$ cat config.mk
export PLATFORM = sky130hd
export DESIGN_NAME = maze_row_sched
export DESIGN_NICKNAME = d
export VERILOG_FILES = /design/src/rtl/maze_pkg.sv /design/src/rtl/maze_line_tracker.sv /design/src/rtl/maze_row_sched.sv
export SDC_FILE = /design/constraint.sdc
export NUM_CORES = 1
export LEC_CHECK = 0
export ABC_AREA = 1
export CORE_ASPECT_RATIO = 0.6
export CORE_MARGIN = 10
export CORE_UTILIZATION = 40
export DETAILED_ROUTE_END_ITERATION = 10
export GPL_TIMING_DRIVEN = 0
export PLACE_DENSITY = 0.72
export SLEW_MARGIN = 20
export SYNTH_ARGS = -nofsm -noshare
export SYNTH_HDL_FRONTEND = slang
export SYNTH_SLANG_ARGS = --single-unit
$ cat constraint.sdc
create_clock -name i_Clk -period 2.1 [get_ports i_Clk]
set_input_delay 0.525 -clock i_Clk [delete_from_list [all_inputs] [get_ports i_Clk]]
set_output_delay 0.525 -clock i_Clk [all_outputs]
set_load 0.05 [all_outputs]
$ cat src/rtl/maze_pkg.sv
// Shared constants, encodings and helpers for the maze map row scheduler.
package maze_pkg;

  localparam int H_ACTIVE = 640;
  localparam int H_TOTAL  = 800;
  localparam int V_ACTIVE = 480;
  localparam int V_TOTAL  = 525;
  localparam int FETCH_H  = 640;
  localparam int MAP_ROWS = 30;
  localparam int MAP_COLS = 40;

  typedef enum logic [1:0] {
    LVL_EASY   = 2'd0,
    LVL_NORMAL = 2'd1,
    LVL_HARD   = 2'd2
  } level_t;

  localparam logic [5:0] CELL_H_EASY   = 6'd40;
  localparam logic [5:0] CELL_H_NORMAL = 6'd20;
  localparam logic [5:0] CELL_H_HARD   = 6'd16;
  localparam logic [4:0] ROWS_EASY     = 5'd12;
  localparam logic [4:0] ROWS_NORMAL   = 5'd24;
  localparam logic [4:0] ROWS_HARD     = 5'd30;

  typedef enum logic [2:0] {
    ST_IDLE      = 3'd0,
    ST_DISP_RD   = 3'd1,
    ST_DISP_WAIT = 3'd2,
    ST_GAME_ACC  = 3'd3,
    ST_GAME_WAIT = 3'd4
  } state_t;

  function automatic logic [5:0] cell_height(input level_t lvl);
    case (lvl)
      LVL_EASY:   return CELL_H_EASY;
      LVL_NORMAL: return CELL_H_NORMAL;
      default:    return CELL_H_HARD;
    endcase
  endfunction

  // The unused encoding 11 behaves as the hardest level.
  function automatic level_t decode_level(input logic [1:0] raw);
    case (raw)
      2'b00:   return LVL_EASY;
      2'b01:   return LVL_NORMAL;
      default: return LVL_HARD;
    endcase
  endfunction

endpackage

$ cat src/rtl/maze_line_tracker.sv
// Tracks which maze row the next visible line needs and strobes the fetch request.
module maze_line_tracker
  import maze_pkg::*;
(
  input  logic       i_Clk,
  input  logic       i_Rst,
  input  logic [9:0] i_HPos,
  input  logic [9:0] i_VPos,
  input  logic [1:0] i_MazeLevel,
  output logic       o_FetchStb,
  output logic [4:0] o_RowNext,
  output logic [4:0] o_Row
);

  logic [9:0] next_line;
  level_t     level_reg, level_next;
  logic [5:0] sub_reg, sub_next;
  logic [4:0] row_reg, row_next;
  logic       fetch_stb;

  always_comb begin
    next_line  = (i_VPos == 10'(V_TOTAL - 1)) ? 10'd0 : i_VPos + 10'd1;
    fetch_stb  = (i_HPos == 10'(FETCH_H)) && (next_line < 10'(V_ACTIVE));
    level_next = level_reg;
    sub_next   = sub_reg;
    row_next   = row_reg;
    if (fetch_stb) begin
      if (next_line == 10'd0) begin
        level_next = decode_level(i_MazeLevel);
        sub_next   = 6'd0;
        row_next   = 5'd0;
      end else if (sub_reg + 6'd1 == cell_height(level_reg)) begin
        sub_next = 6'd0;
        row_next = row_reg + 5'd1;
      end else begin
        sub_next = sub_reg + 6'd1;
      end
    end
  end

  always_ff @(posedge i_Clk) begin
    if (!i_Rst) begin
      level_reg <= LVL_EASY;
      sub_reg   <= 6'd0;
      row_reg   <= 5'd0;
    end else begin
      level_reg <= level_next;
      sub_reg   <= sub_next;
      row_reg   <= row_next;
    end
  end

  // The row seen by a fetch issued this cycle must include this cycle's update.
  assign o_FetchStb = fetch_stb;
  assign o_RowNext  = row_next;
  assign o_Row      = row_reg;

endmodule

$ cat src/rtl/maze_row_sched.sv
// Arbitrates the single-port maze RAM between per-line display fetches and game
// logic, and presents a stable row for each visible line.
module maze_row_sched
  import maze_pkg::*;
(
  input  logic                i_Clk,
  input  logic                i_Rst,
  input  logic [9:0]          i_HPos,
  input  logic [9:0]          i_VPos,
  input  logic [1:0]          i_MazeLevel,
  input  logic                i_GReq,
  input  logic                i_GWe,
  input  logic [4:0]          i_GRow,
  input  logic [MAP_COLS-1:0] i_GData,
  output logic                o_GAck,
  output logic [MAP_COLS-1:0] o_GRdData,
  output logic                o_MemEn,
  output logic                o_MemWe,
  output logic [4:0]          o_MemAddr,
  output logic [MAP_COLS-1:0] o_MemWData,
  input  logic [MAP_COLS-1:0] i_MemRData,
  output logic [MAP_COLS-1:0] o_RowBits,
  output logic [4:0]          o_RowIdx
);

  logic                fetch_stb;
  logic [4:0]          row_next;
  logic [4:0]          row_cur;
  state_t              state_reg;
  logic                pending_reg;
  logic                fetched_reg;
  logic                g_rd_valid_reg;
  logic [MAP_COLS-1:0] shadow_reg;
  logic [4:0]          shadow_idx_reg;
  logic                row_ok;

  maze_line_tracker u_line_tracker (
    .i_Clk       (i_Clk),
    .i_Rst       (i_Rst),
    .i_HPos      (i_HPos),
    .i_VPos      (i_VPos),
    .i_MazeLevel (i_MazeLevel),
    .o_FetchStb  (fetch_stb),
    .o_RowNext   (row_next),
    .o_Row       (row_cur)
  );

  assign row_ok    = (i_GRow < 5'(MAP_ROWS));
  assign o_GRdData = (o_GAck && g_rd_valid_reg) ? i_MemRData : '0;

  always_ff @(posedge i_Clk) begin
    if (!i_Rst) begin
      state_reg      <= ST_IDLE;
      pending_reg    <= 1'b0;
      fetched_reg    <= 1'b0;
      g_rd_valid_reg <= 1'b0;
      shadow_reg     <= '0;
      shadow_idx_reg <= 5'd0;
      o_GAck         <= 1'b0;
      o_MemEn        <= 1'b0;
      o_MemWe        <= 1'b0;
      o_MemAddr      <= 5'd0;
      o_MemWData     <= '0;
      o_RowBits      <= '0;
      o_RowIdx       <= 5'd0;
    end else begin
      o_MemEn    <= 1'b0;
      o_MemWe    <= 1'b0;
      o_MemAddr  <= 5'd0;
      o_MemWData <= '0;
      o_GAck     <= 1'b0;
      if (fetch_stb) pending_reg <= 1'b1;

      // RAM controls are registered, so they are loaded on entry to the access state.
      case (state_reg)
        ST_IDLE: begin
          if (pending_reg || fetch_stb) begin
            state_reg <= ST_DISP_RD;
            o_MemEn   <= 1'b1;
            o_MemAddr <= row_next;
          end else if (i_GReq) begin
            state_reg      <= ST_GAME_ACC;
            g_rd_valid_reg <= row_ok && !i_GWe;
            if (row_ok) begin
              o_MemEn    <= 1'b1;
              o_MemWe    <= i_GWe;
              o_MemAddr  <= i_GRow;
              o_MemWData <= i_GData;
            end
          end
        end
        ST_DISP_RD: begin
          pending_reg <= 1'b0;
          state_reg   <= ST_DISP_WAIT;
        end
        ST_DISP_WAIT: begin
          shadow_reg     <= i_MemRData;
          shadow_idx_reg <= row_cur;
          fetched_reg    <= 1'b1;
          state_reg      <= ST_IDLE;
        end
        ST_GAME_ACC: begin
          o_GAck    <= 1'b1;
          state_reg <= ST_GAME_WAIT;
        end
        ST_GAME_WAIT: begin
          // A fetch that arrived during the game access is issued without an idle gap.
          if (pending_reg || fetch_stb) begin
            state_reg <= ST_DISP_RD;
            o_MemEn   <= 1'b1;
            o_MemAddr <= row_next;
          end else begin
            state_reg <= ST_IDLE;
          end
        end
        default: state_reg <= ST_IDLE;
      endcase

      if (i_HPos == 10'(H_TOTAL - 1)) begin
        if (fetched_reg) begin
          o_RowBits <= shadow_reg;
          o_RowIdx  <= shadow_idx_reg;
        end
        fetched_reg <= 1'b0;
      end
    end
  end

endmodule

==> results.toml, run 1 <==
[detailed_routing]
first_pass_iters = 5
vias = 6391
top_layer_used = "met4"
wl_per_cell_um = 15.7
wl_um = 21200
met2_length_um = 8980
drc = 0
met3_length_um = 2180
wirelength_met1_um = 9990
drtIter0Drc = 382
ant_nets = 0
via_per_inst = 4.71

[setup_path]
cp_top_family = "buffers and inverters"
crit_chain = "clkdlybuf4s50_1"
cp_slowest_cell = "clkdlybuf4s50_1"
cp-start-kind = "flip-flop"
required_ns = 1.57
reg2reg_setup_slack_ns = 0.18
r2r_cells = 12
critPathBufInv = 1
crit_path_end_kind = "output port"
worst_r2r_endpoint = "u_line_tracker.sub_reg[4]"
r2r_start = "u_line_tracker.sub_reg[2]"
critPathKind = "reg -> out"
cp.arrival_ns = 1.55
worstPathMaxFanout = 2
slowest_delay_ns = 0.82

[place]
post_dp_cell_area_um2 = 9200
dp_hpwl_um = 16300
dp.cells = 1319
dp_slack_ns = -0.968
gp_congestion = 0.857
port_buffers = 242

[sta]
setup_ws_ns = 0.0294
hold_viol_final = 0
clock.fmax_mhz = 483
relSlewSlack_pct = 62.4
worstMarginPinSlew_ns = 0.564
skew_ns = 0.00902
slew_viol_final = 0
period_minus_slack_ns = 2.07
finalSetupViolCount = 0
min_period_over_period_pct = 98.6

[layout]
final_net_count = 1250
fin_util_pct = 61.8
final_area_um2 = 9940
antenna_cells = 0
regArea_um2 = 3150
fill_cells = 1493
layout_common_cells = "168 x inv_1, 155 x dfxtp_1, 139 x clkdlybuf4s50_1, 127 x nor2_1, 85 x nand2_1"
drive_gt1_share_pct = 15.7
multi_input_area_um2 = 2640
final_cells = 1356
final_common_cell = "inv_1"
syn_to_final_growth_pct = 52.8

[logic_synthesis]
synth_compound_area_share_pct = 14.0
yosysSeqAreaShare_pct = 48.3
synth_top_family_by_area = "simple AND/OR/NAND/NOR gates"
yosys.area_share.simple_pct = 23.4
postSynthAreaPerCell_um2 = 7.51
synth_area_um2 = 6510
yosys-mux-area-fraction_pct = 0
synth-xor-area-share_pct = 0.538
ys_types = 31
synth_nets = 982
synth_fa_ha_area_share_pct = 0.769
ys_ff_latch = 157
yosysWarnings = 0
syn_inst = 867

[global_route]
grt_overflow = 0
grt_pass1_vias = 6043
grtUsageTotal_pct = 18.3
antenna_found_initial = 0
grt_pass1_wl_um = 32500
grt_start_max_net_pins = 17

[clocking]
cts_buffer_depth = 2
numClockSinks = 157
cts_buffers = 17
htreeDepth = 4
ctsRootBufferMaster = "clkbuf_16"
clk_pin_slew_ns = 0.06
cts_tree = "yes"
clock_latency_ns = 0.40
cts_hold_buf = 0

[hold_path]
hold_end = "o_RowBits[38]"
hold_path_depth = 2
min_from = "o_RowBits[38]"
worstHoldPathType = "reg -> reg"

[power]
p_leak_nw = 5.04
vdd_drop_max_mv = 0.489
powerDensity_nw_per_um2 = 779
total_power_w = 0.00774

[outcome]
status = "completed"

[floorplan]
die_h_um = 119
boundaryPins = 244
rows = 36
start_util_pct = 40.5
core_um2 = 16100
die_x_um = 185
die-area_um2 = 21900

[run]
max_cap_violations = 0
## cells in the mapped netlist
cell type	instances	area share [%]
nand4_1	13	1.2
o21ai_0	51	3.9
o22ai_1	1	0.096
nand3b_1	1	0.12
nand3_1	38	2.9
nor2_8	1	0.31
nor2_1	132	7.6
a21oi_2	1	0.13
nor3b_1	1	0.12
nor2_4	1	0.17
buf_6	6	1.0
nand2_4	2	0.35
dfxtp_1	157	48
buf_2	1	0.077
xor2_1	4	0.54
nand2_2	3	0.29
nor3_4	1	0.25
nor2_2	41	3.9
a21oi_1	57	4.4
a211oi_1	46	5.3
nand2_1	90	5.2
o21a_1	1	0.12
inv_1	170	9.8
nand3_4	1	0.27
inv_4	1	0.096
inv_2	1	0.058
clkbuf_1	32	1.8
nand3_2	1	0.15
nor3_1	6	0.46
ha_1	4	0.77
buf_1	2	0.12
## repair_timing
action	in CTS	in global routing
pin swaps	1	7
cloned	0	1
setup endpoints to repair	149	148
endpoints found under the hold margin	0	0
setup buffers	0	7
gates resized for setup	285	92
## layout make-up
type	count	share of cell area, %
Sequential cell	157	31.6
Multi-Input combinational cell	497	26.5
Timing Repair Buffer	251	24.5
Inverter	172	6.52
Clock buffer	18	4.42
Tap cell	209	2.63
Buffer	39	2.44
Clock inverter	13	1.31
## per-layer routing
metal  vias to the layer above  track usage (%)
met4                         0             2.68
met1                      2911             24.0
met2                       225             27.9
met5                         -                0
li1                       3248                -
met3                         7             7.65
## metrics by stage
step                      TNS [ns]  hold slack [ns]
after floorplan              -3.42            0.439
after global placement     -100.76            0.443
after detailed placement    -93.34            0.445
after CTS                        0            0.459
after global routing       -0.0274            0.471
final                            0            0.452
## worst max-delay path by stage
| stage | cells past startpoint | slack (ns) | to | from |
|---|---|---|---|---|
| 2_1_floorplan | 3 | -0.09 | o_GRdData[0] | o_GAck |
| 3_3_place_gp | 13 | -0.98 | o_MemAddr[2] | i_VPos[0] |
| 3_5_place_dp | 15 | -0.97 | o_MemAddr[0] | i_VPos[0] |
| 4_1_cts | 1 | 0.0003 | o_RowBits[33] | o_RowBits[33] |
| 5_1_grt | 12 | -0.01 | u_line_tracker.sub_reg[4] | i_VPos[9] |
| 6_report | 1 | 0.03 | o_RowBits[4] | o_RowBits[4] |
## kinds of logic after synthesis
family / count (synthesis)
XOR/XNOR: 4
AND/OR/NAND/NOR: 332
adder cells (fa/ha/maj): 4
flip-flops: 157
buffers and inverters: 213
AO/OA/AOI/OAI: 157
## power breakdown
group	switching, W	leakage [nW]	internal [W]
clock	0.00130	0.273	0.00169
combinational	0.000839	3.49	0.000552
sequential	0.000113	1.28	0.00324
(Power assumes the default switching activity.)
==> run 2, diff against run 1 <==
- SKIP_LAST_GASP: default -> 1
==> results.toml, run 2 (same netlist as run 1, synthesis figures left out) <==
[setup_path]
cp_slowest_cell = "clkdlybuf4s50_1"
crit_chain = "clkdlybuf4s50_1"
reg2reg_setup_slack_ns = 0.19
cp_top_family = "buffers and inverters"
crit_path_end_kind = "output port"
cp.arrival_ns = 1.54
required_ns = 1.57
slowest_delay_ns = 0.82
cp-start-kind = "flip-flop"
critPathKind = "reg -> out"
worstPathMaxFanout = 2
critPathBufInv = 1

[layout]
final_common_cell = "inv_1"
final_net_count = 1250
syn_to_final_growth_pct = 52.8
layout_common_cells = "168 x inv_1, 155 x dfxtp_1, 139 x clkdlybuf4s50_1, 127 x nor2_1, 85 x nand2_1"
antenna_cells = 0
drive_gt1_share_pct = 15.7

[place]
dp_slack_ns = -0.968
gp_congestion = 0.857
dp_hpwl_um = 16300
port_buffers = 242

[sta]
skew_ns = 0.00904
slew_viol_final = 0
hold_viol_final = 0
setup_ws_ns = 0.0334
clock.fmax_mhz = 484
hold_ws_ns = 0.452
worstMarginPinSlew_ns = 0.564
relSlewSlack_pct = 62.4
min_period_over_period_pct = 98.4
period_minus_slack_ns = 2.07
finalSetupViolCount = 0

[global_route]
grt_pass1_vias = 6043
grt_overflow = 0
antenna_found_initial = 0
grt_start_max_net_pins = 17
grt_pass1_wl_um = 32500
grtUsageTotal_pct = 18.3

[hold_path]
worstHoldPathType = "reg -> reg"

[detailed_routing]
via_per_inst = 4.72
drtIter0Drc = 390
vias = 6402
ant_nets = 0
first_pass_iters = 5
drc = 0
wl_um = 21300
wl_per_cell_um = 15.7

[floorplan]
boundaryPins = 244
die_x_um = 185
start_util_pct = 40.5
rows = 36
die_h_um = 119
die-area_um2 = 21900
core_um2 = 16100

[clocking]
ctsRootBufferMaster = "clkbuf_16"
clk_pin_slew_ns = 0.06
cts_buffer_depth = 2
clock_latency_ns = 0.40
cts_tree = "yes"
cts_buffers = 17
htreeDepth = 4
numClockSinks = 157

[power]
p_leak_nw = 5.04
vdd_drop_max_mv = 0.487
powerDensity_nw_per_um2 = 778

[run]
max_cap_violations = 0

[outcome]
status = "completed"
## run 2: stage by stage
stage          instances  power (W)  utilization (%)  instance area (um^2)  setup TNS [ns]
2_1_floorplan        867    0.00418                -                  6510           -3.42
3_3_place_gp        1318    0.00471             57.2                  9190         -100.76
3_5_place_dp        1319    0.00473             57.2                  9200          -93.34
4_1_cts             1349    0.00772             60.1                  9660         -0.0461
5_1_grt             1356    0.00807             61.8                  9940         -0.0274
6_report            1356    0.00774             61.8                  9940               0
## run 2: cell type report
cell class                 instances  area, um^2
buffer                            39         245
clock buffer                      18         439
clock inverter                    13         130
fill                            1493        6140
inverter                         172         648
multi-input combinational        497        2640
sequential                       157        3150
tap                              209         262
timing repair buffer             251        2440
## run 2: metal layers
layer  share of wire [%]  up-vias  GRT usage, %
met3                  10        7          7.65
met1                  47     2923          24.0
li1                    -     3246             -
met4                0.40        0          2.68
met2                  42      226          27.9
met5                   0        -             0
## run 2: worst register-to-register path, stage by stage (launching register included)
cell,delay [ns]
dfxtp_1,0.31
clkbuf_4,0.18
nand2_1,0.07
nor2_1,0.14
nand3b_1,0.11
nand2_1,0.10
nand2_1,0.06
nand2_2,0.11
nor2_4,0.08
buf_4,0.14
nor3_4,0.30
nand3_1,0.14
a21oi_1,0.13
## run 2: path summary, 6_finish.rpt
check,from,cells past startpoint,end
worst max register to register,u_line_tracker.sub_reg[2],12,u_line_tracker.sub_reg[4]
worst max-delay path,o_RowBits[4],1,o_RowBits[4]
worst min register to register,o_RowBits[38],2,o_RowBits[38]
worst min-delay path,o_RowBits[38],2,o_RowBits[38]
## run 2: power breakdown
part           total (W)  internal, W  switching, W  leakage (nW)
clock            0.00299      0.00169       0.00130         0.273
sequential       0.00336      0.00324      0.000114          1.28
combinational    0.00139     0.000552      0.000839          3.49
total            0.00774      0.00549       0.00225          5.04
## run 2: repair_timing
| action | in CTS | in global routing |
|---|---|---|
| pin swaps | 1 | 7 |
| endpoints found under the setup margin | 149 | 148 |
| gates resized for setup | 284 | 95 |
| hold endpoints to repair | 0 | 0 |
| hold buffers | 0 | 0 |
| buffers inserted | 0 | 7 |
| gates cloned | 0 | 1 |
==> run 3, diff against run 2 <==
- REMOVE_ABC_BUFFERS: default -> 1
- SKIP_LAST_GASP: 1 -> default
==> results.toml, run 3 (same netlist as run 1, synthesis figures left out) <==
[power]
total_power_w = 0.00779
p_leak_nw = 5.10
vdd_drop_max_mv = 0.546
powerDensity_nw_per_um2 = 787

[sta]
period_minus_slack_ns = 2.06
finalSetupViolCount = 0
hold_viol_final = 0
rsz0062_at_grt = "yes"
clock.fmax_mhz = 486
relSlewSlack_pct = 49.4
slew_viol_final = 0
worstMarginPinSlew_ns = 0.760
min_period_over_period_pct = 97.9
totalNegativeSetupSlack_ns = 0
skew_ns = 0.0143

[floorplan]
die_x_um = 185
rows = 36
start_util_pct = 40.5
boundaryPins = 244
core_um2 = 16100
die_h_um = 119
die-area_um2 = 21900

[clocking]
cts_buffers = 17
cts_tree = "yes"
clk_pin_slew_ns = 0.07
clock_latency_ns = 0.41
cts_hold_buf = 0
cts_buffer_depth = 2
ctsRootBufferMaster = "clkbuf_16"
htreeDepth = 4
numClockSinks = 157

[setup_path]
cp_top_family = "buffers and inverters"
cp.arrival_ns = 1.53
cp_slowest_cell = "clkdlybuf4s50_1"
required_ns = 1.57
critPathBufInv = 1
crit_path_end_kind = "output port"
cp-start-kind = "flip-flop"
worstPathMaxFanout = 1
crit_chain = "clkdlybuf4s50_1"
slowest_delay_ns = 0.82
critPathKind = "reg -> out"

[global_route]
grtUsageMet3_pct = 6.45
top_usage_layer = "met2"
grt_start_max_net_pins = 67
grt_pass1_vias = 5880
grt_overflow = 0
met1_usage_pct = 24.1
antenna_found_initial = 0
grt_pass1_wl_um = 32200
grtUsageTotal_pct = 18.2
use_met2_pct = 28.2

[layout]
final_net_count = 1233
fill_cells = 1457
final_common_cell = "inv_1"
regArea_um2 = 3150
drive_gt1_share_pct = 16.3
layout_common_cells = "166 x inv_1, 153 x dfxtp_1, 130 x nor2_1, 128 x clkdlybuf4s50_1, 87 x nand2_1"
multi_input_area_um2 = 2760
syn_to_final_growth_pct = 52.2
antenna_cells = 0
fin_util_pct = 61.6

[detailed_routing]
wl_per_cell_um = 16.0
drtIter0Drc = 305
drc = 0
first_pass_iters = 5
vias = 6283
via_per_inst = 4.69
ant_nets = 0
wl_um = 21400

[hold_path]
worstHoldPathType = "reg -> reg"

[place]
dp_hpwl_um = 14500
gp_congestion = 0.848
port_buffers = 243

[outcome]
status = "completed"

[run]
max_cap_violations = 0
[run 3: final timing paths]
check	depth (start not counted)	end	from	slack [ns]
max	1	o_MemAddr[1]	o_MemAddr[1]	0.04
min	2	o_RowBits[0]	o_RowBits[0]	0.45
max reg2reg	11	o_MemAddr[1]	u_line_tracker.sub_reg[1]	0.16
min reg2reg	2	o_RowBits[0]	o_RowBits[0]	0.45
[run 3: routing by layer]
layer | wire length [um] | vias up
li1 | - | 3236
met1 | 9840 | 2852
met2 | 9630 | 186
met3 | 1760 | 9
met4 | 127 | 0
met5 | 0 | -
[run 3: where the power goes]
part           internal, W  switching, W
sequential         0.00324      0.000129
combinational     0.000592      0.000883
clock              0.00168       0.00126
[run 3: cell type report]
type                       instances  share of cell area, %
clock buffer                      18                   4.43
clock inverter                    13                   1.31
inverter                         172                   6.62
multi-input combinational        505                   27.9
sequential                       157                   31.8
tap                              209                   2.64
timing repair buffer             265                   25.3
[run 3: repair_timing]
| item | CTS | global route |
|---|---|---|
| endpoints found under the setup margin | 136 | 119 |
| gates cloned | 6 | 2 |
| pin swaps | 9 | 11 |
| resized for setup | 266 | 73 |
| setup buffers | 8 | 6 |
| endpoints found under the hold margin | 0 | 0 |
[run 3: metrics by stage]
stage | setup WS [ns] | hold WS (ns) | std cells | area (um^2)
after floorplan | -2.71 | 0.439 | 826 | 6310
after global placement | -5.08 | 0.444 | 1278 | 9000
after detailed placement | -1.71 | 0.442 | 1287 | 9120
after CTS | 0.0000413 | 0.454 | 1332 | 9690
after global routing | -0.0102 | 0.470 | 1339 | 9910
final | 0.0431 | 0.452 | 1339 | 9910
